$ cat src/rtl/adc_peak_reporter.sv
// Per-channel peak hold with a command-driven report packetiser feeding a UART TX.
// Each report packet is: header ('A'+ch), MSB-first zero-padded data bytes, XOR checksum.

module adc_peak_lane #(
  parameter int SAMPLE_W = 10
) (
  input  logic                clk,
  input  logic                reset,
  input  logic [SAMPLE_W-1:0] sample,
  input  logic                sample_valid,
  input  logic                clear,
  output logic [SAMPLE_W-1:0] peak
);
  // A coincident sample survives a clear so no ADC reading is lost.
  always_ff @(posedge clk) begin
    if (reset)
      peak <= '0;
    else if (clear)
      peak <= sample_valid ? sample : '0;
    else if (sample_valid && (sample > peak))
      peak <= sample;
  end
endmodule

module adc_peak_reporter #(
  parameter int NUM_CH   = 4,
  parameter int SAMPLE_W = 10
) (
  input  logic                       clk,
  input  logic                       reset,
  input  logic [NUM_CH*SAMPLE_W-1:0] sample_data,
  input  logic [NUM_CH-1:0]          sample_valid,
  input  logic [7:0]                 cmd_byte,
  input  logic                       cmd_valid,
  output logic [7:0]                 tx_byte,
  output logic                       tx_valid,
  input  logic                       tx_ready,
  output logic                       busy,
  output logic                       cmd_dropped,
  output logic                       cmd_error
);
  localparam int NBYTES = (SAMPLE_W <= 8) ? 1 : 2;
  localparam int PAD_W  = NBYTES * 8;
  localparam int CH_W   = (NUM_CH > 1) ? $clog2(NUM_CH) : 1;

  typedef enum logic [1:0] {IDLE, HDR, DATA, CSUM} state_t;

  state_t                           state;
  logic [NUM_CH-1:0][SAMPLE_W-1:0]  peak;
  logic [NUM_CH-1:0][SAMPLE_W-1:0]  snap;
  logic [CH_W-1:0]                  ch_idx;
  logic                             byte_idx;
  logic                             all_mode;
  logic [7:0]                       csum;

  logic                             idle, xfer;
  logic                             is_ch, is_all, is_clr;
  logic                             accept_rpt, accept_clr;
  logic [7:0]                       ch_off;
  logic [CH_W-1:0]                  start_ch;
  logic [NUM_CH-1:0]                rpt_mask, clr_mask;
  logic [SAMPLE_W-1:0]              cur_snap;
  logic [PAD_W-1:0]                 padded;
  logic [7:0]                       first_byte, last_byte;

  assign idle   = (state == IDLE);
  assign xfer   = tx_valid && tx_ready;
  assign ch_off = cmd_byte - 8'h31;
  assign is_ch  = (cmd_byte >= 8'h31) && (cmd_byte <= (8'h30 + 8'(NUM_CH)));
  assign is_all = (cmd_byte == 8'h2A);
  assign is_clr = (cmd_byte == 8'h52);

  assign accept_rpt = cmd_valid && idle && (is_ch || is_all);
  assign accept_clr = cmd_valid && idle && is_clr;
  assign start_ch   = is_all ? '0 : CH_W'(ch_off);

  always_comb begin
    rpt_mask = '0;
    for (int i = 0; i < NUM_CH; i++)
      rpt_mask[i] = accept_rpt && (is_all || (ch_off == 8'(i)));
  end
  assign clr_mask = rpt_mask | {NUM_CH{accept_clr}};

  for (genvar i = 0; i < NUM_CH; i++) begin : g_lane
    adc_peak_lane #(.SAMPLE_W(SAMPLE_W)) u_lane (
      .clk          (clk),
      .reset        (reset),
      .sample       (sample_data[i*SAMPLE_W +: SAMPLE_W]),
      .sample_valid (sample_valid[i]),
      .clear        (clr_mask[i]),
      .peak         (peak[i])
    );
  end

  // Snapshot is taken on the same edge that clears the live peak.
  always_ff @(posedge clk) begin
    if (reset)
      snap <= '0;
    else
      for (int i = 0; i < NUM_CH; i++)
        if (rpt_mask[i]) snap[i] <= peak[i];
  end

  assign cur_snap   = snap[ch_idx];
  assign padded     = PAD_W'(cur_snap);
  assign first_byte = padded[PAD_W-1 -: 8];
  assign last_byte  = padded[7:0];

  always_ff @(posedge clk) begin
    if (reset) begin
      state       <= IDLE;
      tx_byte     <= '0;
      tx_valid    <= 1'b0;
      busy        <= 1'b0;
      cmd_dropped <= 1'b0;
      cmd_error   <= 1'b0;
      ch_idx      <= '0;
      byte_idx    <= 1'b0;
      all_mode    <= 1'b0;
      csum        <= '0;
    end else begin
      cmd_dropped <= cmd_valid && !idle;
      cmd_error   <= cmd_valid && idle && !(is_ch || is_all || is_clr);
      case (state)
        IDLE: if (accept_rpt) begin
          state    <= HDR;
          ch_idx   <= start_ch;
          all_mode <= is_all;
          tx_byte  <= 8'h41 + 8'(start_ch);
          tx_valid <= 1'b1;
          busy     <= 1'b1;
        end
        HDR: if (xfer) begin
          state    <= DATA;
          byte_idx <= 1'b0;
          csum     <= tx_byte;
          tx_byte  <= first_byte;
        end
        DATA: if (xfer) begin
          csum <= csum ^ tx_byte;
          if (byte_idx == 1'(NBYTES-1)) begin
            state   <= CSUM;
            tx_byte <= csum ^ tx_byte;
          end else begin
            byte_idx <= 1'b1;
            tx_byte  <= last_byte;
          end
        end
        CSUM: if (xfer) begin
          if (all_mode && (ch_idx != CH_W'(NUM_CH-1))) begin
            state   <= HDR;
            ch_idx  <= ch_idx + 1'b1;
            tx_byte <= 8'h41 + 8'(ch_idx) + 8'd1;
          end else begin
            state    <= IDLE;
            tx_valid <= 1'b0;
            busy     <= 1'b0;
          end
        end
        default: state <= IDLE;
      endcase
    end
  end
endmodule

$ cat config.mk
export PLATFORM = sky130hd
export DESIGN_NAME = adc_peak_reporter
export DESIGN_NICKNAME = d
export VERILOG_FILES = /design/src/rtl/adc_peak_reporter.sv
export SDC_FILE = /design/constraint.sdc
export NUM_CORES = 1
export LEC_CHECK = 0
export BUFFER_PORTS_ARGS = -buffer_cell sky130_fd_sc_hd__buf_4
export CAP_MARGIN = 20
export CORE_UTILIZATION = 60
export CTS_CLUSTER_SIZE = 30
export DETAILED_ROUTE_END_ITERATION = 8
export PLACE_DENSITY = 0.83
export RECOVER_POWER = 100
export SETUP_SLACK_MARGIN = 0.15
export SLEW_MARGIN = 20
export SYNTH_ARGS = -nofsm -noshare
export SYNTH_HDL_FRONTEND = slang
export SYNTH_SLANG_ARGS = --single-unit
$ cat constraint.sdc
create_clock -name clk -period 3.7 [get_ports clk]
set_input_delay 0.555 -clock clk [delete_from_list [all_inputs] [get_ports clk]]
set_output_delay 0.555 -clock clk [all_outputs]
set_load 0.01 [all_outputs]
======== Word level (Yosys, flattened, before mapping) ========
Index checks and enable logic that the tools add are counted.
Widths: inputs -> output; s select.
operators by class
  multiplexer cells ....................... 43
  magnitude comparators ................... 7
  bitwise gates (word level) .............. 2
  eq/ne operators ......................... 16
  reductions and logical operators ........ 38
  add/subtract/negate cells ............... 5
operator list
  operator             number
  $mux 10              13
  $mux 8               8
  $gt 10x10->1         4
  $pmux 8 s4           1
  $bmux 10 s2          1
  $mux 2               9
  $add 7x2->8 const A  2
  $eq 8x2->1 const B   2
  $logic_and 1x1->1    16
  $pmux 8 s2           1
  $ne 2x2->1 const B   7
  $reduce_bool 2->1    6
  $reduce_and 5->1     2
  $add 8x1->8 const B  1
  $eq 8x1->1 const B   1
  $eq 8x6->1 const B   1
  $eq 8x7->1 const B   1
  $ge 8x6->1 const B   1
  $le 8x6->1 const B   1
  $logic_not 8->1      1
  $pmux 2 s4           1
  $reduce_and 4->1     2
  $sub 8x6->8 const B  1
  $xor 8x8->8          1
  14 further kinds     27
word-level totals
  output and inout port bits .............. 12
  word-level logic and storage cells ...... 128
  register bits after elaboration ......... 105
  input port bits ......................... 56

======== Longest topological paths before layout ========
Gate-level depths: netlist (run 1).
  depth after elaboration ................. 7
  gate-level depth with buffers ........... 9
  mapped depth without buffers ............ 8

======== By module ========
Synthesis (run 1) repeated with hierarchy kept, for this count alone.
unflattened totals
  cell total of the unflattened synthesis .. 646
  area, all modules ....................... 5988.2 um2
by module, submodules not included
  module             cells each  seq. area each (um2)  area each (um2)  instances
  adc_peak_reporter  402         1301.2                3575.9           1
  adc_peak_lane      61          200.2                 603.1            4

======== Worst setup path after synthesis (run 1) ========
Ideal clock, no wire load.
  kind .................................... input to register
  from .................................... in cmd_byte[0]
  to ...................................... reg g_lane[0].u_lane.peak[0]
  setup slack ............................. 1187 ps
  setup time .............................. 117 ps
  path buffers ............................ 1
  stages on the path ...................... 9
  required time ........................... 3583 ps
  arrival time ............................ 2395 ps
  cell sequence ........................... inv_1 > ha_1 > or3b_1 > a41o_4 > nand3_2 > nor2_1 > or3_1 > buf_2 > a32o_1
between the ends
  cells in the longest elaborated chain, start to end .. 7
  elaborated cells on any way between the ends .. 15
  classes of those cells .................. add/sub: 1; order compare: 2; eq/ne: 2; mux: 1; bitwise: 1; reduce/logical: 8
RTL lines
  what                                                 RTL line  RTL
  start, declared                                      33        input logic [7:0] cmd_byte,
  branches (longest 5 deep; another with $sub 8x6->8)  n/a
  $or 4x4->4 (*)                                       82        assign clr_mask = rpt_mask | {NUM_CH{accept_clr}};
  $mux 10 / $reduce_bool 2->1 (equally long branches)  n/a
  end signal, assigned                                 19        peak <= sample_valid ? sample : '0;
  end signal, assigned                                 21        peak <= sample;
  end, declared                                        12        output logic [SAMPLE_W-1:0] peak
Mark *: on every way between the ends.
A chain may end at the register's enable or synchronous reset.

======== Worst setup path in the final report (run 1) ========
  from .................................... reg state[0]
  to ...................................... reg snap[19] (netlist bit)
between the ends
  cells in the longest elaborated chain, start to end .. 4
RTL lines
  what                            RTL line  RTL
  start, declared                 48        state_t state;
  start signal, assigned          111       state <= IDLE;
  start signal, assigned          126       state <= HDR;
  start signal, assigned          134       state <= DATA;
  $logic_not 2->1                 66        assign idle = (state == IDLE);
  $logic_and 1x1->1 (2 in a row)  73        assign accept_rpt = cmd_valid && idle && (is_ch || is_all);
  $logic_and 1x1->1               80        rpt_mask[i] = accept_rpt && (is_all || (ch_off == 8'(i)));
  end signal, assigned by index   101       if (rpt_mask[i]) snap[i] <= peak[i];
  end, declared                   50        logic [NUM_CH-1:0][SAMPLE_W-1:0] snap;
Every way passes these cells.

==> qor.json, run 1 <==
{
  "clockRootBuffer": {"value": "sky130_fd_sc_hd__clkbuf_8"},
  "max_slew_margin": {"value": 0.0368},
  "final_common_cell": {"value": "sky130_fd_sc_hd__dfxtp_1"},
  "synth_top_cells_by_area": {"value": "sky130_fd_sc_hd__dfxtp_1, sky130_fd_sc_hd__ha_1, sky130_fd_sc_hd__mux2i_1"},
  "post-synth-top-area-fraction": {"value": 0.357},
  "wl_met3": {"value": 945, "unit": "µm"},
  "post-dp-hpwl": {"value": 11200, "unit": "µm"},
  "drv.max_cap_violation_count": {"value": 0},
  "cts_sink_cnt": {"value": 105},
  "areaGrowthSynthToFinish": {"value": 11.3, "unit": "%"},
  "post_cts_hold_buffer_count": {"value": 0},
  "num-nets-final": {"value": 799},
  "synth_seq_cells": {"value": 105},
  "port-buffer-count": {"value": 67},
  "max-vdd-ir-drop": {"value": 0.293, "unit": "mV"},
  "floorplan.rows": {"value": 35},
  "post-synth-top-area-cell": {"value": "sky130_fd_sc_hd__dfxtp_1"},
  "slew_violations": {"value": 0},
  "die_height": {"value": 101, "unit": "µm"},
  "wl_met1": {"value": 6030, "unit": "µm"},
  "tightestPinTransition": {"value": 1.44, "unit": "ns"},
  "syn-mean-instance-area": {"value": 9.19, "unit": "µm²"},
  "clock_latency_reported_for_the_late_side_of_the_worst_skew_pair": {"value": 0.38, "unit": "ns"},
  "hold_viol": {"value": 0},
  "netlist_instances": {"value": 640},
  "grt_pass1_wl": {"value": 23500, "unit": "µm"},
  "top_layer_used": {"value": "met4"},
  "cts_post_setup_buffers_inserted": {"value": 0},
  "dpl.cell_count": {"value": 811},
  "layoutNonFillerInstCount": {"value": 827},
  "most_used_cells_in_the_layout_excluding_fill_and_tap_cells": {"value": "sky130_fd_sc_hd__dfxtp_1, sky130_fd_sc_hd__nor2_1, sky130_fd_sc_hd__inv_1"},
  "clock_tree.htree_level_count": {"value": 3},
  "crit_arrival": {"value": 3.46, "unit": "ns"},
  "cts-root-to-sink-buffers": {"value": 2},
  "period_needed": {"value": 3.19, "unit": "ns"},
  "syn-cell-area": {"value": 5880, "unit": "µm²"},
  "cts_inserted_buffers": {"value": 9},
  "core": {"value": 9370, "unit": "µm²"},
  "run_status": {"value": "completed"},
  "fmaxAchievable": {"value": 313, "unit": "MHz"},
  "timing.critical_path.from_type": {"value": "register"},
  "min_period_over_period": {"value": 0.863},
  "wl_per_cell": {"value": 17.8, "unit": "µm"},
  "p_leak": {"value": 2.46, "unit": "nW"},
  "floorplan.die_area": {"value": 10200, "unit": "µm²"},
  "detail_route.iter0.violations": {"value": 283},
  "skew": {"value": 0.00940, "unit": "ns"},
  "power-per-cell-area": {"value": 381, "unit": "nW/µm²"},
  "grt_start_max_net_pins": {"value": 51},
  "worstPathMaxFanout": {"value": 12},
  "grt_pass1_vias": {"value": 4875},
  "worst_setup_end_kind": {"value": "register"},
  "worstHoldPathType": {"value": "in -> reg"},
  "post_drt_via_cell_ratio": {"value": 6.23},
  "design.portCount": {"value": 68},
  "unrepaired_setup_endpoints_after_global_routing": {"value": "false"},
  "met2RoutedLength": {"value": 7390, "unit": "µm"},
  "postCtsResizedCells": {"value": 0},
  "initial_core_util": {"value": 0.628},
  "grt.total_usage": {"value": 0.301},
  "dieWidth": {"value": 101, "unit": "µm"},
  "antenna_found_initial": {"value": 0},
  "clkSlewWorstSetupHoldPaths": {"value": 0.10, "unit": "ns"},
  "synth_sequential_area_ratio": {"value": 0.357},
  "synth_fp_nets": {"value": 746},
  "ant_nets": {"value": 0},
  "crit_start": {"value": "state[0]"},
  "library_cells_used_by_synthesis": {"value": 59},
  "drcViolationCount": {"value": 0},
  "critical_path_class": {"value": "reg -> reg"},
  "yosys_most_used_dff": {"value": "sky130_fd_sc_hd__dfxtp_1"},
  "dr_total_vias": {"value": 5150},
  "synth_edf_count": {"value": 0},
  "totalNegativeSetupSlack": {"value": 0, "unit": "ns"},
  "globalRouteOverflowTotal": {"value": 0},
  "crit_required": {"value": 3.96, "unit": "ns"},
  "drt-total-wl": {"value": 14700, "unit": "µm"},
  "finalSetupViolations": {"value": 0},
  "yosys_warnings": {"value": 0},
  "cts_tree": {"value": "done"},
  "crit-reg2reg-launch": {"value": "state[0]"},
  "antenna_cells_inserted": {"value": 0},
  "dr.pass1.iters": {"value": 5},
  "place.gp.congestion": {"value": 0.905},
  "min-delay-start": {"value": "sample_data[4]"},
  "finalCoreUtilization": {"value": 0.698},
  "drive_gt1_frac": {"value": 0.135},
  "synthArstFlopShare": {"value": 0}
}
==> registers in the layout, summed over array words and instances, names as in the netlist <==
| name | count |
|---|---|
| cmd_error | 1 |
| all_mode | 1 |
| state | 2 |
| csum | 8 |
| cmd_dropped | 1 |
| snap | 40 |
| tx_byte | 8 |
| ch_idx | 2 |
| busy | 1 |
| g_lane.u_lane.peak | 40 |
| byte_idx | 1 |
==> layer usage <==
layer	up-vias	global-route usage
li1	2462	-
met3	32	0.0638
met1	2477	0.360
met4	0	0.108
met2	179	0.531
met5	-	0
==> cells in the mapped netlist, types with 15 or more instances <==
cell type                  number
sky130_fd_sc_hd__ha_1          50
sky130_fd_sc_hd__o21ai_0       23
sky130_fd_sc_hd__mux2i_1       41
sky130_fd_sc_hd__nand2_1       29
sky130_fd_sc_hd__nand3_1       19
sky130_fd_sc_hd__inv_1         57
sky130_fd_sc_hd__nor2_1        73
sky130_fd_sc_hd__a21oi_1       31
sky130_fd_sc_hd__clkbuf_1      15
sky130_fd_sc_hd__dfxtp_1      105
sky130_fd_sc_hd__a32o_1        23
==> where the power goes <==
| group | internal [mW] | switching [mW] |
|---|---|---|
| registers | 1.19 | 0.0825 |
| clock network | 0.276 | 0.414 |
| logic | 0.235 | 0.303 |
==> worst max-delay path, cell delays in order, from the launching register on <==
cell,delay [ns]
sky130_fd_sc_hd__dfxtp_1,0.34
sky130_fd_sc_hd__inv_1,0.12
sky130_fd_sc_hd__ha_1,0.44
sky130_fd_sc_hd__nand4b_1,0.15
sky130_fd_sc_hd__a311oi_1,0.65
sky130_fd_sc_hd__nand3_1,0.19
sky130_fd_sc_hd__o21ai_0,0.22
sky130_fd_sc_hd__clkbuf_1,0.60
sky130_fd_sc_hd__mux2i_1,0.31
sky130_fd_sc_hd__nor2_1,0.06
==> kinds of logic after synthesis <==
logic type,after synthesis,share of synthesized area
AO/OA/AOI/OAI,159,0.211
XOR/XNOR,5,0.00744
adder cells (fa/ha/maj),50,0.106
buffers and inverters,88,0.0600
flip-flops,105,0.357
multiplexers,51,0.108
AND/OR/NAND/NOR,182,0.150
==> worst paths after layout <==
path	to	depth (start not counted)	slack, ns
setup / recovery	snap[19]	9	0.51
hold / removal	g_lane[0].u_lane.peak[4]	2	0.41
setup reg to reg	snap[19]	9	0.51
hold reg to reg	g_lane[2].u_lane.peak[7]	1	0.50
==> stage by stage <==
step / setup slack [ns] / power, mW / hold WS, ns / instance area (µm²)
after floorplan: 1.19 / 1.65 / 0.454 / 5880
after global placement: 0.150 / 1.80 / 0.469 / 6450
after detailed placement: 0.551 / 1.84 / 0.477 / 6450
after CTS: 0.748 / 2.51 / 0.410 / 6640
after global routing: 0.230 / 2.63 / 0.405 / 6540
final: 0.505 / 2.50 / 0.415 / 6540
==> layout make-up <==
| class | count | area, µm² |
|---|---|---|
| clock buffers | 11 | 141 |
| clock inverters | 5 | 46.3 |
| fillers | 792 | 2830 |
| inverters | 57 | 214 |
| multi-input cells | 447 | 3390 |
| flip-flops and latches | 105 | 2100 |
| well taps | 129 | 161 |
| repair buffers | 73 | 484 |
No activity file was read; power rests on OpenSTA's default activity.
==> run 2, diff against run 1 <==
--- a/config.mk
+++ b/config.mk
@@ -11,7 +11,7 @@
 export CTS_CLUSTER_SIZE = 30
 export DETAILED_ROUTE_END_ITERATION = 8
 export PLACE_DENSITY = 0.83
-export RECOVER_POWER = 100
+export RECOVER_POWER = 25
 export SETUP_SLACK_MARGIN = 0.15
 export SLEW_MARGIN = 20
 export SYNTH_ARGS = -nofsm -noshare
==> qor.json, run 2 (synthesis gave the netlist of run 1 again) <==
{
  "hold_viol": {"value": 0, "change": "unchanged"},
  "layout_top_registers": {"value": "g_lane.u_lane.peak (40), snap (40)"},
  "slew_violations": {"value": 0, "change": "unchanged"},
  "clock_latency_reported_for_the_late_side_of_the_worst_skew_pair": {"value": 0.38, "unit": "ns", "change": "about the same"},
  "cell_family_with_most_cp_delay": {"value": "simple AND/OR/NAND/NOR gates"},
  "min_period_over_period": {"value": 0.815, "change": "-0.0482"},
  "worst_setup_end_kind": {"value": "register"},
  "floorplan.rows": {"value": 35, "change": "unchanged"},
  "dr.pass1.iters": {"value": 5, "change": "unchanged"},
  "post_cts_hold_buffer_count": {"value": 0, "change": "unchanged"},
  "detail_route.iter0.violations": {"value": 313, "change": "+11%"},
  "place.gp.congestion": {"value": 0.905, "change": "unchanged"},
  "p_leak": {"value": 2.48, "unit": "nW", "change": "+0.84%"},
  "tightestPinTransition": {"value": 0.876, "unit": "ns", "change": "-0.559 ns"},
  "setup.reg_to_reg.worst_slack": {"value": 0.68, "unit": "ns", "change": "+0.18 ns"},
  "num-nets-final": {"value": 799, "change": "unchanged"},
  "cts_sink_cnt": {"value": 105, "change": "unchanged"},
  "grt.total_usage": {"value": 0.301, "change": "unchanged"},
  "critical_path_class": {"value": "reg -> reg"},
  "unrepaired_setup_endpoints_after_global_routing": {"value": "false"},
  "drv.max_cap_violation_count": {"value": 0, "change": "unchanged"},
  "fmaxAchievable": {"value": 332, "unit": "MHz", "change": "+5.9%"},
  "globalRouteOverflowTotal": {"value": 0, "change": "unchanged"},
  "grt_start_max_net_pins": {"value": 51, "change": "unchanged"},
  "totalNegativeSetupSlack": {"value": 0, "unit": "ns", "change": "unchanged"},
  "clockRootBuffer": {"value": "sky130_fd_sc_hd__clkbuf_8"},
  "skew": {"value": 0.00963, "unit": "ns", "change": "+0.000235 ns"},
  "finalSetupViolations": {"value": 0, "change": "unchanged"},
  "wl_per_cell": {"value": 17.8, "unit": "µm", "change": "-0.18%"},
  "crit_slowest_cell": {"value": "sky130_fd_sc_hd__nor2_1"},
  "dpl.cell_count": {"value": 811, "change": "unchanged"},
  "multi_input_area": {"value": 3420, "unit": "µm²", "change": "+0.66%"},
  "dieWidth": {"value": 101, "unit": "µm", "change": "unchanged"},
  "drt-total-wl": {"value": 14700, "unit": "µm", "change": "-0.18%"},
  "antenna_found_initial": {"value": 0, "change": "unchanged"},
  "areaGrowthSynthToFinish": {"value": 11.9, "unit": "%"},
  "drcViolationCount": {"value": 0, "change": "unchanged"},
  "design.portCount": {"value": 68, "change": "unchanged"},
  "grt_pass1_vias": {"value": 4875, "change": "unchanged"},
  "clock_tree.htree_level_count": {"value": 3, "change": "unchanged"},
  "clkSlewWorstSetupHoldPaths": {"value": 0.10, "unit": "ns", "change": "about the same"},
  "die_height": {"value": 101, "unit": "µm", "change": "unchanged"},
  "timing.critical_path.from_type": {"value": "register"},
  "dr_total_vias": {"value": 5149, "change": "-0.019%"},
  "most_used_cells_in_the_layout_excluding_fill_and_tap_cells": {"value": "sky130_fd_sc_hd__dfxtp_1, sky130_fd_sc_hd__nor2_1, sky130_fd_sc_hd__buf_4"},
  "critical_path.max_stage_delay": {"value": 0.69, "unit": "ns", "change": "+0.04 ns"},
  "post_drt_via_cell_ratio": {"value": 6.23, "change": "about the same"},
  "core": {"value": 9370, "unit": "µm²", "change": "unchanged"},
  "cts_tree": {"value": "done"},
  "n_fill_cell": {"value": 785, "change": "-0.88%"},
  "gr-usage-met2": {"value": 0.531, "change": "unchanged"},
  "period_needed": {"value": 3.02, "unit": "ns", "change": "-0.178 ns"},
  "postCtsResizedCells": {"value": 0, "change": "unchanged"},
  "initial_core_util": {"value": 0.628, "change": "unchanged"},
  "antenna_cells_inserted": {"value": 0, "change": "unchanged"},
  "port-buffer-count": {"value": 67, "change": "unchanged"},
  "power-per-cell-area": {"value": 381, "unit": "nW/µm²", "change": "-0.17%"},
  "worstPathMaxFanout": {"value": 12, "change": "unchanged"},
  "max-vdd-ir-drop": {"value": 0.297, "unit": "mV", "change": "+1.4%"},
  "drive_gt1_frac": {"value": 0.143, "change": "+0.00860"},
  "timing.critical_path.buf_inv": {"value": 1, "change": "-1"},
  "layoutNonFillerInstCount": {"value": 827, "change": "unchanged"},
  "cts_post_setup_buffers_inserted": {"value": 0, "change": "unchanged"},
  "run_status": {"value": "completed"},
  "ant_nets": {"value": 0, "change": "unchanged"},
  "critical_path_cell_list": {"value": "inv_1 > ha_1 > nand4b_1 > a311oi_1 > nand3_1 > nor2_1 > o211a_1 > a31o_2"},
  "worstHoldPathType": {"value": "in -> reg"},
  "final_common_cell": {"value": "sky130_fd_sc_hd__dfxtp_1"},
  "use_met3": {"value": 0.0638, "change": "unchanged"},
  "floorplan.die_area": {"value": 10200, "unit": "µm²", "change": "unchanged"},
  "busiest_layer": {"value": "met2"},
  "groute.layer.met1.usage": {"value": 0.360, "change": "unchanged"},
  "seq_area": {"value": 2100, "unit": "µm²", "change": "unchanged"},
  "cts_inserted_buffers": {"value": 9, "change": "unchanged"},
  "cts-root-to-sink-buffers": {"value": 2, "change": "unchanged"},
  "max_slew_margin": {"value": 0.412, "change": "+0.375"},
  "crit_arrival": {"value": 3.34, "unit": "ns", "change": "-0.12 ns"},
  "crit_required": {"value": 4.03, "unit": "ns", "change": "+0.07 ns"},
  "grt_pass1_wl": {"value": 23500, "unit": "µm", "change": "unchanged"},
  "post-dp-hpwl": {"value": 11200, "unit": "µm", "change": "unchanged"},
  "holdWs": {"value": 0.412, "unit": "ns", "change": "-0.00268 ns"}
}
run 2: cell count changes in the layout (fill, tap and decap cells not counted), sizes merged:
cell	before	now
clkbuf	28	24
buf	56	60
run 2: routing by layer:
layer,up-vias,share of wire
met1,2492,0.42
met5,-,0
met4,0,0.022
met3,28,0.059
li1,2459,-
met2,170,0.50
run 2: stage by stage:
stage | worst slack, ns | area (µm²) | utilization | power [mW]
after floorplan | 1.19 | 5880 | - | 1.65
after global placement | 0.150 | 6450 | 0.689 | 1.80
after detailed placement | 0.551 | 6450 | 0.689 | 1.84
after CTS | 0.748 | 6640 | 0.709 | 2.51
after global routing | 0.452 | 6580 | 0.702 | 2.63
final | 0.684 | 6580 | 0.702 | 2.51
run 2: final timing paths:
path                             from                  endpoint  cells after the start
max reg2reg                  state[0]  g_lane[3].u_lane.peak[9]                      8
max                          state[0]  g_lane[3].u_lane.peak[9]                      8
min reg2reg  g_lane[2].u_lane.peak[7]  g_lane[2].u_lane.peak[7]                      1
min                    sample_data[4]  g_lane[0].u_lane.peak[4]                      2
run 2: power by group:
group | internal (mW) | switching, mW | total (mW)
registers | 1.19 | 0.0828 | 1.27
clock network | 0.276 | 0.419 | 0.695
logic | 0.237 | 0.305 | 0.543
total | 1.70 | 0.807 | 2.51
run 2: final cells by class:
type / count / area share
clock inverter: 5 / 0.00703
multi-input combinational: 447 / 0.519
sequential: 105 / 0.319
tap: 129 / 0.0245
timing repair buffer: 73 / 0.0759
clock buffer: 11 / 0.0215
inverter: 57 / 0.0325
run 2: worst reg2reg max path, cell delays in order, from the launching register on:
cell	delay [ns]
sky130_fd_sc_hd__dfxtp_1	0.34
sky130_fd_sc_hd__inv_1	0.12
sky130_fd_sc_hd__ha_1	0.44
sky130_fd_sc_hd__nand4b_1	0.15
sky130_fd_sc_hd__a311oi_1	0.65
sky130_fd_sc_hd__nand3_1	0.21
sky130_fd_sc_hd__nor2_1	0.69
sky130_fd_sc_hd__o211a_1	0.28
sky130_fd_sc_hd__a31o_2	0.09
==> run 3, diff against run 2 <==
--- a/config.mk
+++ b/config.mk
@@ -7,10 +7,10 @@
 export LEC_CHECK = 0
 export BUFFER_PORTS_ARGS = -buffer_cell sky130_fd_sc_hd__buf_4
 export CAP_MARGIN = 20
-export CORE_UTILIZATION = 60
+export CORE_UTILIZATION = 59
 export CTS_CLUSTER_SIZE = 30
 export DETAILED_ROUTE_END_ITERATION = 8
-export PLACE_DENSITY = 0.83
+export PLACE_DENSITY = 0.81
 export RECOVER_POWER = 25
 export SETUP_SLACK_MARGIN = 0.15
 export SLEW_MARGIN = 20
==> constraint.sdc (replaced) <==
create_clock -name clk -period 2.99 [get_ports clk]
set_input_delay 0.4485 -clock clk [delete_from_list [all_inputs] [get_ports clk]]
set_output_delay 0.4485 -clock clk [all_outputs]
set_load 0.01 [all_outputs]
==> qor.json, run 3 (synthesis gave the netlist of run 1 again) <==
{
  "run_status": {"value": "completed"},
  "post_drt_via_cell_ratio": {"value": 6.12, "change": "-1.6%"},
  "antenna_cells_inserted": {"value": 0, "change": "unchanged"},
  "dr.pass1.iters": {"value": 5, "change": "unchanged"},
  "crit_arrival": {"value": 2.93, "unit": "ns", "change": "-0.41 ns"},
  "areaGrowthSynthToFinish": {"value": 13.0, "unit": "%"},
  "clock_tree.htree_level_count": {"value": 3, "change": "unchanged"},
  "post-dp-hpwl": {"value": 11200, "unit": "µm", "change": "-0.51%"},
  "timing.critical_path.buf_inv": {"value": 2, "change": "+1"},
  "timing.critical_path.from_type": {"value": "primary input"},
  "cts_inserted_buffers": {"value": 9, "change": "unchanged"},
  "skew": {"value": 0.00738, "unit": "ns", "change": "-0.00225 ns"},
  "crit_slowest_cell": {"value": "sky130_fd_sc_hd__a311oi_4"},
  "floorplan.rows": {"value": 36, "change": "+2.9%"},
  "layout_top_registers": {"value": "g_lane.u_lane.peak (40), snap (40)"},
  "critical_path.max_stage_delay": {"value": 0.56, "unit": "ns", "change": "-0.13 ns"},
  "drive_gt1_frac": {"value": 0.152, "change": "+0.00894"},
  "n_fill_cell": {"value": 793, "change": "+1.0%"},
  "drt-total-wl": {"value": 14400, "unit": "µm", "change": "-1.9%"},
  "grt.total_usage": {"value": 0.295, "change": "-0.00596"},
  "pre_cts_ws": {"value": -0.152, "unit": "ns", "change": "-0.703 ns"},
  "crit_required": {"value": 3.32, "unit": "ns", "change": "-0.71 ns"},
  "cts_sink_cnt": {"value": 105, "change": "unchanged"},
  "clock_latency_reported_for_the_late_side_of_the_worst_skew_pair": {"value": 0.38, "unit": "ns", "change": "about the same"},
  "dieWidth": {"value": 102, "unit": "µm", "change": "+0.83%"},
  "postLayoutSetupSlackWorst": {"value": 0.397, "unit": "ns", "change": "-0.287 ns"},
  "design.portCount": {"value": 68, "change": "unchanged"},
  "cell_family_with_most_cp_delay": {"value": "compound AO/OA/AOI/OAI gates"},
  "finalSetupViolations": {"value": 0, "change": "unchanged"},
  "grt_start_max_net_pins": {"value": 42, "change": "-18%"},
  "pwr-share-clk": {"value": 0.284, "change": "+0.007"},
  "intPower": {"value": 2.11, "unit": "mW", "change": "+24%"},
  "detail_route.iter0.violations": {"value": 309, "change": "-1.3%"},
  "globalRouteOverflowTotal": {"value": 0, "change": "unchanged"},
  "worstHoldPathType": {"value": "in -> reg"},
  "max_slew_margin": {"value": 0.417, "change": "+0.00489"},
  "critical_path_class": {"value": "in -> reg"},
  "placed_cell_area": {"value": 6490, "unit": "µm²", "change": "+0.64%"},
  "wl_per_cell": {"value": 17.3, "unit": "µm", "change": "-2.9%"},
  "fmaxAchievable": {"value": 386, "unit": "MHz"},
  "cts_tree": {"value": "done"},
  "antenna_found_initial": {"value": 0, "change": "unchanged"},
  "worst_setup_end_kind": {"value": "register"},
  "worstRegToRegCells": {"value": 8, "change": "unchanged"},
  "share_comb_of_total_power": {"value": 0.223, "change": "+0.007"},
  "drv.max_cap_violation_count": {"value": 0, "change": "unchanged"},
  "period_needed": {"value": 2.59, "unit": "ns"},
  "postLayoutCellArea": {"value": 6650, "unit": "µm²", "change": "+0.97%"},
  "critical_path_cell_list": {"value": "clkbuf_1 > inv_1 > ha_1 > and4bb_2 > and2_1 > o21bai_1 > nand2_1 > a311oi_4 > a32o_1"},
  "die_height": {"value": 102, "unit": "µm", "change": "+0.83%"},
  "cts-root-to-sink-buffers": {"value": 2, "change": "unchanged"},
  "most_used_cells_in_the_layout_excluding_fill_and_tap_cells": {"value": "sky130_fd_sc_hd__dfxtp_1, sky130_fd_sc_hd__nor2_1, sky130_fd_sc_hd__buf_4"},
  "grt_pass1_vias": {"value": 4910, "change": "+0.72%"},
  "unrepaired_setup_endpoints_after_global_routing": {"value": "false"},
  "clkSlewWorstSetupHoldPaths": {"value": 0.11, "unit": "ns", "change": "about the same"},
  "hold_viol": {"value": 0, "change": "unchanged"},
  "tightestPinTransition": {"value": 0.869, "unit": "ns", "change": "-0.00729 ns"},
  "timing.hold.worst_path_depth": {"value": 2, "change": "unchanged"},
  "finalCoreUtilization": {"value": 0.683, "change": "-0.0193"},
  "initial_core_util": {"value": 0.605, "change": "-0.0231"},
  "max-vdd-ir-drop": {"value": 0.344, "unit": "mV", "change": "+16%"},
  "final_common_cell": {"value": "sky130_fd_sc_hd__dfxtp_1"},
  "power.sequential.fraction": {"value": 0.493, "change": "-0.013"},
  "slew_violations": {"value": 0, "change": "unchanged"},
  "p_switching": {"value": 1.03, "unit": "mW", "change": "+28%"},
  "min_period_over_period": {"value": 0.867},
  "worst-path-stages": {"value": 9, "change": "+1"},
  "power-per-cell-area": {"value": 473, "unit": "nW/µm²", "change": "+24%"},
  "grt_pass1_wl": {"value": 23500, "unit": "µm", "change": "+0.23%"},
  "port-buffer-count": {"value": 67, "change": "unchanged"},
  "core": {"value": 9730, "unit": "µm²", "change": "+3.8%"},
  "ant_nets": {"value": 0, "change": "unchanged"},
  "power.switching_fraction": {"value": 0.329, "change": "+0.00682"},
  "dr_total_vias": {"value": 5120, "change": "-0.56%"},
  "place.gp.congestion": {"value": 0.906, "change": "about the same"},
  "drcViolationCount": {"value": 0, "change": "unchanged"},
  "worstPathMaxFanout": {"value": 10, "change": "-2"},
  "floorplan.die_area": {"value": 10400, "unit": "µm²", "change": "+1.7%"},
  "num-nets-final": {"value": 804, "change": "+0.63%"},
  "p_leak": {"value": 2.51, "unit": "nW", "change": "+1.2%"},
  "post_cts_hold_buffer_count": {"value": 0, "change": "unchanged"},
  "clockRootBuffer": {"value": "sky130_fd_sc_hd__clkbuf_8"}
}
-- run 3: path summary, 6_finish.rpt --
| check | slack, ns | startpoint | end |
|---|---|---|---|
| setup / recovery | 0.40 | cmd_byte[0] | g_lane[1].u_lane.peak[0] |
| hold / removal | 0.30 | sample_data[5] | g_lane[0].u_lane.peak[5] |
| setup reg to reg | 0.40 | g_lane[3].u_lane.peak[5] | g_lane[3].u_lane.peak[5] |
| hold reg to reg | 0.50 | g_lane[2].u_lane.peak[0] | g_lane[2].u_lane.peak[0] |
-- run 3: power groups by stage --
stage                     logic, mW  registers, mW  clock network (mW)
after global placement        0.671           1.58                   0
final                         0.701           1.55               0.892
after floorplan               0.481           1.56                   0
after global routing          0.776           1.56               0.961
after CTS                     0.709           1.55               0.909
after detailed placement      0.706           1.58                   0
-- run 3: routing by layer --
layer / GRT usage / part of all wire / up-vias / routed length [µm]
met5: 0 / 0 / - / 0
met4: 0.110 / 0.024 / 0 / 348
met3: 0.0534 / 0.052 / 35 / 752
met2: 0.523 / 0.51 / 180 / 7330
met1: 0.357 / 0.42 / 2439 / 6000
li1: - / - / 2466 / -
-- run 3: stage by stage --
| step | hold WS [ns] | TNS [ns] | total power [mW] | std cells |
|---|---|---|---|---|
| floorplan | 0.454 | 0 | 2.04 | 640 |
| global placement | 0.469 | -2.07 | 2.25 | 820 |
| detailed placement | 0.482 | -1.37 | 2.29 | 820 |
| CTS | 0.290 | 0 | 3.17 | 836 |
| global route | 0.290 | 0 | 3.30 | 836 |
| finish | 0.301 | 0 | 3.14 | 836 |
-- run 3: final cells by class --
cell class	count	area, µm²	area share
inverter	57	214	0.0322
multi-input combinational	447	3420	0.515
clock inverter	7	81.3	0.0122
tap	133	166	0.0250
clock buffer	9	124	0.0186
sequential	105	2100	0.316
timing repair buffer	78	533	0.0802
-- run 3: repair_timing --
| item | CTS | global route |
|---|---|---|
| endpoints found under the setup margin | 10 | 10 |
| setup buffers | 0 | 0 |
| gates resized for setup | 1 | 2 |
